===== config.mk =====
export PLATFORM = sky130hd
export DESIGN_NAME = onchip_mem_dma_master
export DESIGN_NICKNAME = d
export VERILOG_FILES = /design/src/rtl/onchip_mem_dma_master.sv
export SDC_FILE = /design/constraint.sdc
export NUM_CORES = 1
export LEC_CHECK = 0
export ABC_AREA = 0
export CAP_MARGIN = 15
export CORE_MARGIN = 1.5
export CORE_UTILIZATION = 55
export DETAILED_ROUTE_END_ITERATION = 10
export PLACE_DENSITY = 0.8
export SLEW_MARGIN = 20
export SYNTH_ARGS = -nofsm -noshare
export SYNTH_HDL_FRONTEND = slang
export SYNTH_SLANG_ARGS = --single-unit

===== constraint.sdc =====
create_clock -name clk -period 8.6 [get_ports clk]
set_input_delay 1.72 -clock clk [delete_from_list [all_inputs] [get_ports clk]]
set_output_delay 1.72 -clock clk [all_outputs]
set_load 0.02 [all_outputs]

===== src/rtl/onchip_mem_dma_master.sv =====
// onchip_mem_dma_master: word-wise COPY / FILL / CHECKSUM engine driving a
// latency-1, no-waitrequest Avalon-MM memory slave; every output is registered.
module onchip_mem_dma_master #(
    parameter int ADDR_W = 16,
    parameter int DATA_W = 32,
    parameter int DEPTH  = 50000
) (
    input  logic                clk,
    input  logic                reset,
    input  logic                start,
    input  logic [1:0]          mode,
    input  logic [ADDR_W-1:0]   src_addr,
    input  logic [ADDR_W-1:0]   dst_addr,
    input  logic [ADDR_W-1:0]   length,
    input  logic [DATA_W-1:0]   fill_value,
    output logic                busy,
    output logic                done,
    output logic                error,
    output logic [DATA_W-1:0]   checksum,
    output logic [ADDR_W-1:0]   m_address,
    output logic                m_chipselect,
    output logic                m_write,
    output logic [DATA_W/8-1:0] m_byteenable,
    output logic [DATA_W-1:0]   m_writedata,
    input  logic [DATA_W-1:0]   m_readdata,
    output logic                m_clken
);
    typedef enum logic [2:0] {IDLE, RD, CAP, WR, FILL, SUM, DONE} state_t;
    localparam logic [ADDR_W:0] LIM = (ADDR_W+1)'(DEPTH);
    state_t state_q, state_d;
    logic [ADDR_W-1:0] i_q, i_d, src_q, src_d, dst_q, dst_d, len_q, len_d, addr_q, addr_d;
    logic [DATA_W-1:0] fill_q, fill_d, sum_q, sum_d, wdata_q, wdata_d;
    logic busy_q, busy_d, done_q, done_d, err_q, err_d, cs_q, cs_d, we_q, we_d;
    logic [ADDR_W:0] nxt;
    logic last, bad, go;
    assign nxt  = {1'b0, i_q} + (ADDR_W+1)'(1);
    assign last = nxt >= {1'b0, len_q};
    // 17-bit sums so an end address of exactly DEPTH is still legal
    assign bad  = mode == 2'd3
               || (mode != 2'd1 && {1'b0, src_addr} + {1'b0, length} > LIM)
               || (mode != 2'd2 && {1'b0, dst_addr} + {1'b0, length} > LIM);
    assign go   = !(bad || length == '0);
    always_comb begin
        state_d = state_q;
        i_d     = i_q;
        src_d   = src_q;
        dst_d   = dst_q;
        len_d   = len_q;
        fill_d  = fill_q;
        sum_d   = sum_q;
        addr_d  = addr_q;
        wdata_d = wdata_q;
        busy_d  = busy_q;
        err_d   = err_q;
        done_d  = 1'b0;
        cs_d    = 1'b0;
        we_d    = 1'b0;
        case (state_q)
            IDLE: if (start) begin
                src_d   = src_addr;
                dst_d   = dst_addr;
                len_d   = length;
                fill_d  = fill_value;
                i_d     = '0;
                sum_d   = '0;
                err_d   = bad;
                state_d = !go ? DONE : mode == 2'd0 ? RD : mode == 2'd1 ? FILL : SUM;
                addr_d  = mode == 2'd1 ? dst_addr : src_addr;
                wdata_d = fill_value;
                cs_d    = go;
                we_d    = go && mode == 2'd1;
                busy_d  = go;
                done_d  = !go;
            end
            RD:   state_d = CAP;
            CAP: begin
                state_d = WR;
                addr_d  = dst_q + i_q;
                wdata_d = m_readdata;
                sum_d   = sum_q + m_readdata;
                cs_d    = 1'b1;
                we_d    = 1'b1;
            end
            WR: begin
                i_d     = nxt[ADDR_W-1:0];
                state_d = last ? DONE : RD;
                addr_d  = src_q + nxt[ADDR_W-1:0];
                cs_d    = !last;
                busy_d  = !last;
                done_d  = last;
            end
            FILL: begin
                i_d     = nxt[ADDR_W-1:0];
                sum_d   = sum_q + fill_q;
                state_d = last ? DONE : FILL;
                addr_d  = dst_q + nxt[ADDR_W-1:0];
                cs_d    = !last;
                we_d    = !last;
                busy_d  = !last;
                done_d  = last;
            end
            // i_q is the index being addressed; data for index i_q-1 arrives now
            SUM: begin
                i_d     = nxt[ADDR_W-1:0];
                sum_d   = i_q != '0 ? sum_q + m_readdata : sum_q;
                state_d = i_q == len_q ? DONE : SUM;
                addr_d  = src_q + nxt[ADDR_W-1:0];
                cs_d    = !last;
                busy_d  = i_q != len_q;
                done_d  = i_q == len_q;
            end
            default: begin
                state_d = IDLE;
                busy_d  = 1'b0;
            end
        endcase
    end
    always_ff @(posedge clk or posedge reset) begin
        if (reset) begin
            state_q <= IDLE;
            i_q     <= '0;
            src_q   <= '0;
            dst_q   <= '0;
            len_q   <= '0;
            fill_q  <= '0;
            sum_q   <= '0;
            addr_q  <= '0;
            wdata_q <= '0;
            busy_q  <= 1'b0;
            done_q  <= 1'b0;
            err_q   <= 1'b0;
            cs_q    <= 1'b0;
            we_q    <= 1'b0;
        end else begin
            state_q <= state_d;
            i_q     <= i_d;
            src_q   <= src_d;
            dst_q   <= dst_d;
            len_q   <= len_d;
            fill_q  <= fill_d;
            sum_q   <= sum_d;
            addr_q  <= addr_d;
            wdata_q <= wdata_d;
            busy_q  <= busy_d;
            done_q  <= done_d;
            err_q   <= err_d;
            cs_q    <= cs_d;
            we_q    <= we_d;
        end
    end
    assign busy         = busy_q;
    assign done         = done_q;
    assign error        = err_q;
    assign checksum     = sum_q;
    assign m_address    = addr_q;
    assign m_chipselect = cs_q;
    assign m_write      = we_q;
    assign m_writedata  = wdata_q;
    assign m_byteenable = '1;
    assign m_clken      = 1'b1;
endmodule


Word level (Yosys, flattened, before mapping)

Index checks and enable logic that the tools add are counted.

Input bits: 117
Word-level logic and storage cells: 91
Register bits after elaboration: 184

Bitwise operators: 1
Equality and inequality tests: 13
Magnitude comparators: 3
Reduce and logical (&&, ||, !) cells: 26
Mux-type cells: 26
Add/subtract/negate cells: 8

Operator list:

| operator                                             | number |
|---|---|
| one-hot mux 32 bit (4 select lines)                  | 1 |
| 2-to-1 mux 32 bit                                    | 3 |
| adder 32 bit                                         | 2 |
| one-hot mux 16 bit (4 select lines)                  | 1 |
| one-hot mux 32 bit (2 select lines)                  | 1 |
| adder 16 bit                                         | 3 |
| 2-to-1 mux 16 bit                                    | 3 |
| adder 16 x 16 -> 17 bit                              | 2 |
| > comparator 17 x 16 -> 1 bit, second input constant | 2 |
| one-hot mux 16 bit (2 select lines)                  | 1 |
| one-hot mux 3 bit (6 select lines)                   | 1 |
| adder 16 x 1 -> 17 bit, second input constant        | 1 |
| >= comparator 17 x 16 -> 1 bit                       | 1 |
| equality test 16 bit                                 | 1 |
| logical NOT 16 bit                                   | 1 |
| inequality test 16 bit                               | 1 |
| nonzero test 16 bit                                  | 1 |
| 2-to-1 mux 3 bit                                     | 4 |
| AND reduction 2 bit                                  | 5 |
| one-hot mux 1 bit (3 select lines)                   | 3 |
| nonzero test 4 bit                                   | 2 |
| equality test 3 x 2 -> 1 bit, second input constant  | 2 |
| equality test 3 bit, second input constant           | 2 |
| inequality test 2 bit, second input constant         | 3 |
| 17 further kinds                                     | 30 |

Depth between registers and ports, before layout

Word-level depth: 10
Depth in mapped cells: 19
Gate-level depth less buffers: 17

Worst setup path before layout

No wires, ideal clock.

Path type: in2reg
From: input port src_addr[0]
To: register cs_q, in the netlist m_chipselect
Stages on the path: 13
Arrival time: 4.511 ns
Path buffers: 1
Data required time: 8.474 ns
Setup time: 0.126 ns
Setup slack: 3.962 ns
Path through: ha_1 > fa_1 > a211oi_1 > o21a_1 > nor2_1 > a21oi_1 > xor2_1 > or4_1 > a21oi_1 > o31ai_1 > and3_1 > buf_4 > a221o_1

Word-level cells in the longest chain between the ends: 9

RTL lines:

| element                            | line | RTL |
|---|---|---|
| start: declaration                 | 12   | `input logic [ADDR_W-1:0] src_addr,` |
| adder 16 x 16 -> 17 bit            | 40   | `\|\| (mode != 2'd1 && {1'b0, src_addr} + {1'b0, length} > LIM)` |
| > comparator 17 x 16 -> 1 bit      | 40   |  |
| logical AND 1 bit                  | 40   |  |
| logical OR 1 bit                   | 40   |  |
| logical OR 1 bit                   | 41   | `\|\| (mode != 2'd2 && {1'b0, dst_addr} + {1'b0, length} > LIM);` |
| logical OR 1 bit                   | 42   | `assign go = !(bad \|\| length == '0);` |
| logical NOT 1 bit                  | 42   |  |
| 2-to-1 mux 1 bit                   | 59   | `IDLE: if (start) begin` |
| one-hot mux 1 bit (3 select lines) | 58   | `case (state_q)` |
| via cs_d                           | 33   | `logic busy_q, busy_d, done_q, done_d, err_q, err_d, cs_q, cs_d, we_q, we_d;` |
| end signal: assignment             | 147  | `cs_q <= cs_d;` |
| end: declaration                   | 33   |  |

The timed path passes the listed nets, and every way through them passes these cells.
A chain may end at the register's enable or synchronous reset.

Final worst setup path

From: register state_q[1]
To: register addr_q[14], in the netlist m_address[14]

Word-level cells in the longest chain between the ends: 4

RTL lines:

| element                                                             | line | RTL |
|---|---|---|
| start: declaration                                                  | 30   | `state_t state_q, state_d;` |
| start signal: assignment                                            | 135  | `state_q <= state_d;` |
| equality test 3 bit or equality test 3 x 2 -> 1 bit (tied branches) | 58   |  |
| OR reduction 2 bit (no line)                                        | --   |  |
| nonzero test 4 bit (no line)                                        | --   |  |
| AND reduction 2 bit (no line)                                       | --   |  |
| end signal: assignment                                              | 142  | `addr_q <= addr_d;` |
| end: declaration                                                    | 31   | `logic [ADDR_W-1:0] i_q, i_d, src_q, src_d, dst_q, dst_d, len_q, len_d, addr_q, addr_d;` |

Parallel ways exist; a longest one is shown, timed or not.

==> results_dict.tcl <==
set metrics [dict create \
    status "completed" \
    clk_pin_slew_ns 0.08 \
    crit_fanout 24 \
    cts.path.max_buffers 2 \
    power_switching_mw 3.026 \
    placedInstanceArea_um2 15790 \
    cts_buffers 17 \
    cts-root-buf "clkbuf_16" \
    syn2layout_area_growth_pct 21.06 \
    grt_max_degree 123 \
    fin_cells 1977 \
    maxSlewViolCount 0 \
    cp-start-kind "flop" \
    pwr_density_cell_nw_per_um2 402.2 \
    crit_path_end_kind "flop" \
    ys_ff_latch 184 \
    pwr-share-clk 0.121 \
    p_int_mw 3.562 \
    start_util 0.5580 \
    seq_area_frac_synth 0.3403 \
    routed-via-count 12160 \
    drt-initial-drc-count 1073 \
    synth_edf_count 0 \
    port_buffers 201 \
    place.detailed.hpwl_um 29110 \
    die_area_um2 25550 \
    leakagePower_nw 7.228 \
    clk_latency_ns 0.45 \
    rsz0062_at_grt "false" \
    min_period_over_period 0.6462 \
    place_congestion 0.9563 \
    cts_sinks 184 \
    p_comb_frac 0.629 \
    setup_violations 0 \
    track_usage 0.3086 \
    min_period_ns 5.558 \
    cap_violations 0 \
    grt_pass1_vias 12130 \
    tightest_slew_ns 1.026 \
    hold_path_class "flop to flop" \
    fp-row-count 57 \
    ys_dominant_reg_cell "dfrtp_1" \
    ant_nets 0 \
    critPathArrivalTime_ns 5.88 \
    gr-total-overflow 0 \
    ys_types 81 \
    dpl.cell_count 1945 \
    finalHoldViolCount 0 \
    syn_inst 1474 \
    antenna_found_initial 0 \
    max_freq_mhz 179.9 \
    wl_um 39170 \
    total_power_mw 6.589 \
    async_flop_share 1.000 \
    antenna_cells 0 \
    cts_tree "yes" \
    drcViolationCount 0 \
    fin_skew_ns 0.01500 \
    required_ns 8.92 \
    core_area_um2 24250 \
    drt-wirelength-per-cell_um 19.81 \
    grt_pass1_wl_um 62850 \
    cts_max_level 4 \
    syn-cell-area_um2 13530 \
    netSwitchingFraction 0.4593 \
    yosysWarnings 0 \
    ir_drop_mv 0.2276 \
    firstDrtPassIters 6 \
    syn_avg_cell_area_um2 9.180 \
    path_class "flop to flop" \
    seq_power_share 0.250 \
    postLayoutCellArea_um2 16380 \
    cts_resized 0 \
    slew_headroom 0.3162 \
    post_cts_buffers 0 \
    holdBufCountCts 0 \
    fin_setup_tns_ns 0 \
    dieWidth_um 159.9 \
    finalNetCount 1873 \
    post_drt_via_cell_ratio 6.149 \
    die_y_um 159.9 \
    layout-drive-gt1-share 0.1065 \
    ioPinCount 207 \
]
[synth_stat cells, drive strengths merged, types with 4 or more instances]
cell / n / area, µm²
nand2: 186 / 698.2
dfrtp: 184 / 4604
o21ai: 115 / 579.3
mux2: 114 / 1287
ha: 111 / 1389
a21oi: 92 / 460.4
nor2: 71 / 266.5
clkbuf: 57 / 214.0
xor2: 52 / 455.4
xnor2: 45 / 394.1
inv: 43 / 161.4
a22oi: 33 / 247.7
a21o: 27 / 202.7
nand3: 22 / 115.1
nor3: 20 / 105.1
o21a: 19 / 142.6
nand2b: 18 / 112.6
a211oi: 17 / 132.6
nor2b: 16 / 100.1
nor4: 16 / 100.1
mux2i: 15 / 150.1
and3: 14 / 87.58
buf: 13 / 72.56
nand4: 13 / 81.33
a31oi: 12 / 75.07
o31ai: 11 / 82.58
or3: 11 / 68.82
a22o: 10 / 87.58
a221oi: 9 / 78.83
o211ai: 8 / 60.06
o22ai: 8 / 56.30
a32o: 7 / 70.07
a211o: 6 / 52.55
a21boi: 6 / 45.04
o21bai: 6 / 45.04
or2: 6 / 37.54
a221o: 5 / 50.05
fa: 5 / 100.1
a2111oi: 4 / 36.29
and2: 4 / 25.02
nor3b: 4 / 30.03
[layout by cell type, fill, tap and decap left out, types with 9 or more instances in the layout]
| cell | count |
|---|---|
| ha_1 | 111 |
| nor2_1 | 69 |
| o31ai_1 | 11 |
| xnor2_1 | 45 |
| nand2b_1 | 18 |
| a21o_1 | 27 |
| o21ai_0 | 100 |
| a22oi_1 | 33 |
| buf_4 | 12 |
| nand4_1 | 13 |
| nor4_1 | 16 |
| clkbuf_16 | 17 |
| o21ai_1 | 14 |
| xor2_1 | 52 |
| a21oi_1 | 92 |
| or3_1 | 11 |
| o21a_1 | 19 |
| a22o_1 | 10 |
| a221oi_1 | 9 |
| a211oi_1 | 16 |
| a31oi_1 | 12 |
| dfrtp_1 | 184 |
| nor3_1 | 18 |
| nand3_1 | 21 |
| and3_1 | 14 |
| mux2i_1 | 15 |
| inv_1 | 42 |
| clkdlybuf4s50_1 | 201 |
| nor2b_1 | 16 |
| nand2_1 | 186 |
| mux2_2 | 113 |
[state kept, by name, indices dropped and copies added (netlist names)]
name,count
fill_q,32
src_q,16
len_q,16
busy,1
checksum,32
m_write,1
i_q,16
state_q,3
m_writedata,32
m_chipselect,1
dst_q,16
m_address,16
error,1
done,1
[layer usage]
| metal | global-route usage | wire length (µm) |
|---|---|---|
| met4 | 0.1419 | 1757 |
| met3 | 0.06078 | 2819 |
| met1 | 0.3840 | 15860 |
| met2 | 0.5189 | 18740 |
| met5 | 0 | 0 |
[power groups by stage]
stage	clock network (mW)	logic [mW]	registers (mW)
finish	0.798	4.14	1.65
global route	0.841	4.54	1.69
CTS	0.803	4.12	1.64
detailed placement	0	4.08	1.65
global placement	0	3.97	1.63
floorplan	0	2.71	1.76
[cell type report]
type / instances / area (µm²)
Tap cell: 324 / 405.4
Inverter: 43 / 168.9
Sequential cell: 184 / 4604
Clock buffer: 18 / 429.2
Timing Repair Buffer: 213 / 2102
Multi-Input combinational cell: 1181 / 8516
Clock inverter: 14 / 156.4
Fill cell: 1917 / 7866
[worst paths after layout]
kind	slack, ns	cells after the start	startpoint	end
setup / recovery	3.04	17	state_q[1]	m_address[14]
hold / removal	0.47	2	m_writedata[15]	m_writedata[15]
setup reg to reg	3.04	17	state_q[1]	m_address[14]
hold reg to reg	0.47	2	m_writedata[15]	m_writedata[15]
max in group asynchronous	5.39	3	reset	m_writedata[0]
min in group asynchronous	1.84	2	reset	m_address[13]
[critical path, cell delays in order, from the launching register on]
cell and delay [ns]:
dfrtp_1 0.80, nand2b_1 0.25, nand2_1 0.59, nand2_1 0.69
mux2_2 0.50, ha_1 0.19, inv_1 0.07, fa_1 0.22
nor2b_1 0.06, o21ai_1 0.16, a21oi_1 0.11, o41ai_1 0.62
o21ai_0 0.32, o41a_1 0.40, mux2i_1 0.16, a21oi_1 0.08
a21oi_1 0.15, o21ai_1 0.08
[cell families (layout without fill, tap and decap cells)]
kind of cell | count (synthesis) | after routing | share of synthesized area
XOR/XNOR | 97 | 97 | 0.06278
adder cells (fa/ha/maj) | 116 | 116 | 0.1100
multiplexers | 129 | 129 | 0.1062
other | 1 | 5 | 0.0002771
AND/OR/NAND/NOR | 413 | 413 | 0.1429
flip-flops | 184 | 184 | 0.3403
AO/OA/AOI/OAI | 421 | 421 | 0.2044
buffers and inverters | 113 | 288 | 0.03310
[per-stage QoR]
step / hold slack, ns / utilization / setup WS, ns
floorplan: 0.4767 / - / 1.880
global placement: 0.4481 / 0.6512 / 3.284
detailed placement: 0.4568 / 0.6512 / 3.116
CTS: 0.4730 / 0.6753 / 3.240
global route: 0.4909 / 0.6756 / 2.738
finish: 0.4703 / 0.6756 / 3.042
No activity file was read; power rests on OpenSTA's default activity.
